**config.mk**
```make
export PLATFORM = sky130hd
export DESIGN_NAME = btn_conditioner
export DESIGN_NICKNAME = d
export VERILOG_FILES = /design/src/rtl/board_io_pkg.sv /design/src/rtl/btn_debounce.sv /design/src/rtl/btn_conditioner.sv
export SDC_FILE = /design/constraint.sdc
export NUM_CORES = 1
export LEC_CHECK = 0
export CORE_MARGIN = 1
export CORE_UTILIZATION = 40
export CTS_CLUSTER_DIAMETER = 60
export DETAILED_ROUTE_END_ITERATION = 10
export PLACE_DENSITY = 0.55
export SYNTH_ARGS = -nofsm -noshare
export SYNTH_HDL_FRONTEND = slang
export SYNTH_SLANG_ARGS = --single-unit
export TNS_END_PERCENT = 30
```
**constraint.sdc**
```tcl
create_clock -name sys_clk -period 1.69 [get_ports sys_clk]
set_input_delay 0.2535 -clock sys_clk [delete_from_list [all_inputs] [get_ports sys_clk]]
set_output_delay 0.2535 -clock sys_clk [all_outputs]
set_load 0.02 [all_outputs]
```
**src/rtl/board_io_pkg.sv**
```systemverilog
// Shared board I/O definitions: repeat FSM states and default clock/timing constants
// for the push-button front end.
package board_io_pkg;

  typedef enum logic [1:0] {
    IDLE  = 2'd0,
    DELAY = 2'd1,
    RPT   = 2'd2
  } rpt_state_t;

  localparam int DEFAULT_CLK_HZ       = 50000000;
  localparam int DEFAULT_DEB_CYCLES   = 500000;
  localparam int DEFAULT_REPEAT_DELAY = 25000000;
  localparam int DEFAULT_REPEAT_RATE  = 5000000;

endpackage

```
**src/rtl/btn_debounce.sv**
```systemverilog
// One button channel: 2-flop synchroniser, debounce counter, press/release edges and,
// when BTN_AUTOREPEAT_EN is defined, the auto-repeat FSM.
module btn_debounce
  import board_io_pkg::*;
#(
  parameter int DEB_CYCLES     = DEFAULT_DEB_CYCLES,
  parameter int REPEAT_DELAY   = DEFAULT_REPEAT_DELAY,
  parameter int REPEAT_RATE    = DEFAULT_REPEAT_RATE,
  parameter int BTN_ACTIVE_LOW = 0
) (
  input  logic clk,
  input  logic rst_n,
  input  logic raw,
  output logic level,
  output logic press,
  output logic rel,
  output logic rpt
);

  localparam int CW = $clog2(DEB_CYCLES + 1);

  logic          sync_p0;
  logic          sync_p1;
  logic [CW-1:0] cnt;
  logic          differ;
  logic          settle;

  assign differ = sync_p1 ^ level;
  // The counter is allowed to sit at DEB_CYCLES for one cycle before the level flips.
  assign settle = differ && (cnt == CW'(DEB_CYCLES));

  always_ff @(posedge clk or negedge rst_n) begin
    if (!rst_n) begin
      sync_p0 <= 1'b0;
      sync_p1 <= 1'b0;
      cnt     <= '0;
      level   <= 1'b0;
      press   <= 1'b0;
      rel     <= 1'b0;
    end else begin
      // stage p0/p1: synchroniser with polarity folded in ahead of it
      sync_p0 <= raw ^ (BTN_ACTIVE_LOW != 0);
      sync_p1 <= sync_p0;
      // debounce stage: edges are registered alongside the level change
      press   <= settle && !level;
      rel     <= settle && level;
      if (settle) begin
        level <= ~level;
        cnt   <= '0;
      end else if (differ) begin
        cnt <= cnt + 1'b1;
      end else begin
        cnt <= '0;
      end
    end
  end

`ifdef BTN_AUTOREPEAT_EN
  localparam int TMAX = (REPEAT_DELAY > REPEAT_RATE) ? REPEAT_DELAY : REPEAT_RATE;
  localparam int TW   = (TMAX > 1) ? $clog2(TMAX) : 1;

  rpt_state_t    state, state_nx;
  logic [TW-1:0] timer, timer_nx;
  logic          rpt_nx;

  always_ff @(posedge clk or negedge rst_n) begin
    if (!rst_n) begin
      state <= IDLE;
      timer <= '0;
      rpt   <= 1'b0;
    end else begin
      state <= state_nx;
      timer <= timer_nx;
      rpt   <= rpt_nx;
    end
  end

  // A release settling in the same cycle as timer expiry suppresses the repeat.
  always_comb begin
    state_nx = state;
    timer_nx = timer;
    rpt_nx   = 1'b0;
    case (state)
      IDLE: begin
        if (settle && !level) begin
          state_nx = DELAY;
          timer_nx = TW'(REPEAT_DELAY - 1);
        end
      end
      DELAY, RPT: begin
        if (settle && level) begin
          state_nx = IDLE;
          timer_nx = '0;
        end else if (timer == '0) begin
          rpt_nx   = 1'b1;
          state_nx = RPT;
          timer_nx = TW'(REPEAT_RATE - 1);
        end else begin
          timer_nx = timer - 1'b1;
        end
      end
      default: begin
        state_nx = IDLE;
        timer_nx = '0;
      end
    endcase
  end
`else
  assign rpt = 1'b0;
`endif

endmodule

```
**src/rtl/btn_conditioner.sv**
```systemverilog
// N-channel push-button front end: one btn_debounce per channel. Auto-repeat is
// built only when BTN_AUTOREPEAT_EN is defined; otherwise btn_repeat is tied low.
module btn_conditioner
  import board_io_pkg::*;
#(
  parameter int N_BTN          = 5,
  parameter int DEB_CYCLES     = DEFAULT_DEB_CYCLES,
  parameter int REPEAT_DELAY   = DEFAULT_REPEAT_DELAY,
  parameter int REPEAT_RATE    = DEFAULT_REPEAT_RATE,
  parameter int BTN_ACTIVE_LOW = 0
) (
  input  logic             sys_clk,
  input  logic             sys_rst_n,
  input  logic [N_BTN-1:0] btn_raw,
  output logic [N_BTN-1:0] btn_level,
  output logic [N_BTN-1:0] btn_press,
  output logic [N_BTN-1:0] btn_release,
  output logic [N_BTN-1:0] btn_repeat
);

  for (genvar i = 0; i < N_BTN; i++) begin : g_ch
    btn_debounce #(
      .DEB_CYCLES    (DEB_CYCLES),
      .REPEAT_DELAY  (REPEAT_DELAY),
      .REPEAT_RATE   (REPEAT_RATE),
      .BTN_ACTIVE_LOW(BTN_ACTIVE_LOW)
    ) u_ch (
      .clk  (sys_clk),
      .rst_n(sys_rst_n),
      .raw  (btn_raw[i]),
      .level(btn_level[i]),
      .press(btn_press[i]),
      .rel  (btn_release[i]),
      .rpt  (btn_repeat[i])
    );
  end

endmodule

```
Yosys cells after proc, flatten, opt, wreduce, memory -nomap -nowiden
Index checks and enable logic that the tools add are counted.
Widths: inputs -> output; s select.
{"block": "totals", "ff_bits": 120, "latch_bits": 0, "mem_bits_rw": 0, "rom_bits": 0, "in_bits": 7, "output_inout_bits": 20, "elab_cells": 80, "mem_count": 0}
{"block": "op_classes", "addsub": 5, "n_mul": 0, "n_div": 0, "magnitude_cmp": 0, "eq_ne": 5, "n_shift": 0, "n_mux": 10, "n_bitwise": 10, "reduce_logical": 20}
{"operator": "$mux 19", "n": 10}
{"operator": "$add 19x1->19 const B", "n": 5}
{"operator": "$eq 19x19->1 const B", "n": 5}
{"operator": "$logic_and 1x1->1", "n": 15}
{"operator": "$logic_not 1->1", "n": 5}
{"operator": "$not 1->1", "n": 5}
{"operator": "$xor 1x1->1", "n": 5}

Depth between registers and ports, before layout
{"block": "logic_depth", "ltp_word": 3, "depth_mapped": 7}

Modules after synthesis
From an unflattened synthesis, not the netlist that was laid out.
{"block": "unflattened", "cells_unflattened": 590, "area_unflattened_um2": 6104.6}
{"module": "btn_debounce (g_ch[0].u_ch ...)", "n_inst": 4, "cells_per_inst": 118, "area_per_inst_um2": 1227.4}
{"module": "btn_debounce (g_ch[1].u_ch)", "n_inst": 1, "cells_per_inst": 118, "area_per_inst_um2": 1194.9}

Worst setup path after synthesis
No wires, ideal clock.
{"block": "synth_path", "path_type": "reg2reg", "from": "reg g_ch[2].u_ch.cnt[0]", "to": "reg g_ch[2].u_ch.cnt[10]", "setup_ns": 0.121, "t_arrival_ns": 1.682, "setup_slack_ns": -0.114, "path_stages_with_launch": 8, "n_path_buf": 1, "synth_period_minus_slack_ns": 1.804, "cell_sequence": "dfrtp_1 -> inv_1 -> ha_1 -> nand2_1 -> or4_1 -> o21bai_2 -> buf_2 -> nor2_1"}
{"block": "synth_via", "elab_chain_cells": 3, "word_cells_on_any_way": 5, "classes_between": "add/sub (1); eq/ne (1); mux (2); reduce/logical (1)"}
{"item": "start: declaration", "line_no": "btn_debounce.sv:24", "rtl": "logic [CW-1:0] cnt;"}
{"item": "start signal: assignment", "line_no": "btn_debounce.sv:51", "rtl": "cnt <= cnt + 1'b1;"}
{"item": "$add 19x1->19 or $eq 19x19->1 (tied branches)", "line_no": "btn_debounce.sv:51, btn_debounce.sv:30"}
{"item": "$mux 19 or $logic_and 1x1->1 (tied branches)", "line_no": "btn_debounce.sv:50, btn_debounce.sv:30"}
{"item": "$mux 19 (*)", "line_no": "btn_debounce.sv:47", "rtl": "if (settle) begin"}
Every way passes the cells marked *; elsewhere a longest branch is shown, timed or not.
A chain may end at the register's enable or synchronous reset.

Final worst setup path
{"block": "layout_path", "from": "reg g_ch[4].u_ch.cnt[3]", "to": "reg g_ch[4].u_ch.cnt[15]"}
{"block": "layout_via", "elab_chain_cells": 3, "word_cells_on_any_way": 5, "classes_between": "add/sub (1); eq/ne (1); mux (2); reduce/logical (1)"}
{"item": "start: declaration", "line_no": "btn_debounce.sv:24"}
{"item": "start signal: assignment", "line_no": "btn_debounce.sv:51"}
{"item": "$add 19x1->19 or $eq 19x19->1 (tied branches)", "line_no": "btn_debounce.sv:51, btn_debounce.sv:30"}
{"item": "$mux 19 or $logic_and 1x1->1 (tied branches)", "line_no": "btn_debounce.sv:50, btn_debounce.sv:30"}
{"item": "$mux 19 (*)", "line_no": "btn_debounce.sv:47"}
Marks and branches as above.

==> run metrics <==
die area=15270 µm²; Clock Pin Slew Worst Setup and Hold Paths=50 ps; Mean Syn Cell Area=10.04 µm²; Finished Cell Area=7637 µm²; Logic pwr share=0.041; Reg power frac=0.406; H-tree levels=4; FF+latch count, synth=120; clock skew=7.604 ps; number of port buffers=21; Detailed Route WL=11.98 mm; Pwr Total=7.289 mW; Clock Latency Late Sink=420 ps; Crit Path Class=flip-flop to flip-flop; via count=4445; Placed Area=6741 µm²; largest net degree at the start of global routing=48; crit path to=g_ch[4].u_ch.cnt[15]; worst hold slack=256.2 ps; Layout Nets=690; DRT antenna net count=0; switching pwr=1.453 mW; fmax=604.9 MHz; final hold viol count=0; vias in the first global route=4362; Die Y=123.6 µm; clock network fraction of total power=0.553; clock sinks=120; unrepaired setup endpoints after global routing=yes; Final Setup Violations=0; internal reg-to-reg setup slack=40 ps; first-pass GRT wire length=19.75 mm; share of layout cells above drive strength 1=0.2350; Worst Hold Class=primary input to asynchronous set/reset pin; reg-to-reg endpoint=g_ch[4].u_ch.cnt[15]; Post-Synthesis Cells=589; IO Pins=27; Via density=5.115; ANT cells=0; Max Root-Sink Buffers=2; Synth Cell Area=5913 µm²; Critical Path AT=1990 ps; outcome=finished, final reports clean; Critical Path End Type=flip-flop; Slew Limit Fails=0; Worst R2R Start=g_ch[4].u_ch.cnt[3]; Post-synth EDFFs=0; Critical Path RT=2030 ps; Num CTS Buffers=17; DRT iter0 DRCs=213; Post-route DRC=0; Async S/R FF share, synth=1.000; initial antenna violation count=0; TritonRoute pass-1 iters=4; Initial Utilization=0.4084; sequential cell area fraction in the yosys report=0.5078; period utilisation layout=0.9783; synth warn=0; Die Wd=123.6 µm; Placer Congestion=0.8443; Clock Tree Root=clkbuf_16; Core Area=14480 µm²; Power per Cell Area=954.4 nW/µm²; Max IR drop VDD=0.6920 mV; CP Max Fanout=6; Detail Placement HPWL=8.073 mm; drt wl/cell=13.79 µm; total grt overflow=0; Final Util=0.5275; ys flop type=dfrtp_1; Place WS=-18.42 ps; CTS tree=yes; number of cell rows=44; Final Worst Setup Slack=36.74 ps; area grow syn2layout=29.16%; P_leak=3.202 nW; worst setup path start=g_ch[4].u_ch.cnt[3]; Total GRT Usage=0.1685; Cell variety after synth=42; sw frac=0.1993; Max Cap Viol=0; post-layout minimum cycle time=1653 ps; Power Internal=5.837 mW; CP startpoint kind=flip-flop; worst reg2reg path depth=4
## cell usage in the layout (no fill, tap or decap), types with 7 or more instances in the layout
master | netlist | layout
nor4_2 | 2 | 7
xor2_1 | 30 | 30
nor2_1 | 84 | 84
clkbuf_16 | 0 | 17
nand3_1 | 36 | 33
nand2_1 | 18 | 18
inv_1 | 29 | 28
dfrtp_2 | 0 | 10
ha_1 | 10 | 8
nor3_1 | 20 | 18
and3_1 | 8 | 8
clkdlybuf4s50_1 | 0 | 15
xnor2_1 | 48 | 48
dfrtp_1 | 120 | 110
a21oi_1 | 17 | 13
buf_4 | 20 | 67
nand4_1 | 33 | 33
or3_1 | 10 | 7
nor4_1 | 20 | 15
## cells by family after synthesis
logic type | synth area share
compound gates | 0.04105
xor+xnor | 0.1155
fa+ha+maj | 0.02116
buf+inv | 0.05586
flops | 0.5078
mux | 0.001693
other cells | 0.0006342
simple gates | 0.2562
## critical path: stages, from the launching register on
cell and delay, ps:
dfrtp_2 410, nand4_2 120, or4_4 570, or3_1 320, a21oi_1 150
## registers in the layout (all words and copies together), names as in the netlist
| register | flops |
|---|---|
| g_ch.u_ch.rel | 5 |
| g_ch.u_ch.sync_p0 | 5 |
| g_ch.u_ch.sync_p1 | 5 |
| g_ch.u_ch.cnt | 95 |
| g_ch.u_ch.level | 5 |
| g_ch.u_ch.press | 5 |
## synthesized netlist by cell type, drive strengths merged (9+ instances only)
cell type    n  share of area
buf         29          0.033
nor3        20          0.017
xor2        30          0.044
xnor2       48          0.071
inv         29          0.018
nor4b        9          0.013
a21oi       17          0.014
nor2        84          0.053
dfrtp      120           0.51
nor4        22          0.025
or3         10          0.011
nand4       36          0.041
nand2       19          0.015
nand3       36          0.030
ha          10          0.021
## power groups by stage
| stage | combinational [mW] | clock (mW) | sequential (mW) |
|---|---|---|---|
| 5_1_grt | 0.336 | 4.25 | 2.96 |
| 3_3_place_gp | 0.274 | 0 | 3.00 |
| 4_1_cts | 0.283 | 4.14 | 2.96 |
| 2_1_floorplan | 0.139 | 0 | 2.99 |
| 3_5_place_dp | 0.279 | 0 | 3.01 |
| 6_report | 0.296 | 4.03 | 2.96 |
## layout make-up
class                           count  area [µm²]
Inverter                           29       108.9
Clock buffer                       23       498.0
Clock inverter                      8       165.2
Timing Repair Buffer               97       860.8
Tap cell                          184       230.2
Fill cell                        1261        6842
Sequential cell                   120        3015
Multi-Input combinational cell    408        2759
## how the worst min path moves through the flow
stage,cells past startpoint,slack (ps),end
5_1_grt,1,260,g_ch[0].u_ch.sync_p0
4_1_cts,2,240,g_ch[3].u_ch.cnt[9]
3_5_place_dp,1,150,g_ch[3].u_ch.cnt[18]
2_1_floorplan,0,-40,g_ch[0].u_ch.cnt[0]
3_3_place_gp,1,160,g_ch[3].u_ch.cnt[14]
6_report,2,260,g_ch[3].u_ch.cnt[18]
## layer usage
| layer | global-route usage | up-vias | share of wire |
|---|---|---|---|
| met2 | 0.2639 | 49 | 0.48 |
| met3 | 0.04533 | 19 | 0.023 |
| met1 | 0.2102 | 2179 | 0.48 |
| li1 | - | 2198 | - |
| met4 | 0.09413 | 0 | 0.019 |
| met5 | 0 | - | 0 |
## metrics by stage
| step | cells | setup TNS, ps |
|---|---|---|
| 3_3_place_gp | 830 | 0 |
| 6_report | 869 | 0 |
| 4_1_cts | 862 | 0 |
| 3_5_place_dp | 830 | -212.4 |
| 5_1_grt | 869 | -670.4 |
| 2_1_floorplan | 593 | -288.8 |
## what timing repair did
item                                    in CTS  in global routing
hold buffers                                 1                  0
endpoints found under the setup margin      37                100
pin swaps                                    1                 12
buffers inserted                             0                  7
resized for setup                            8                 41
endpoints found under the hold margin       18                  0
(Power assumes the default switching activity.)
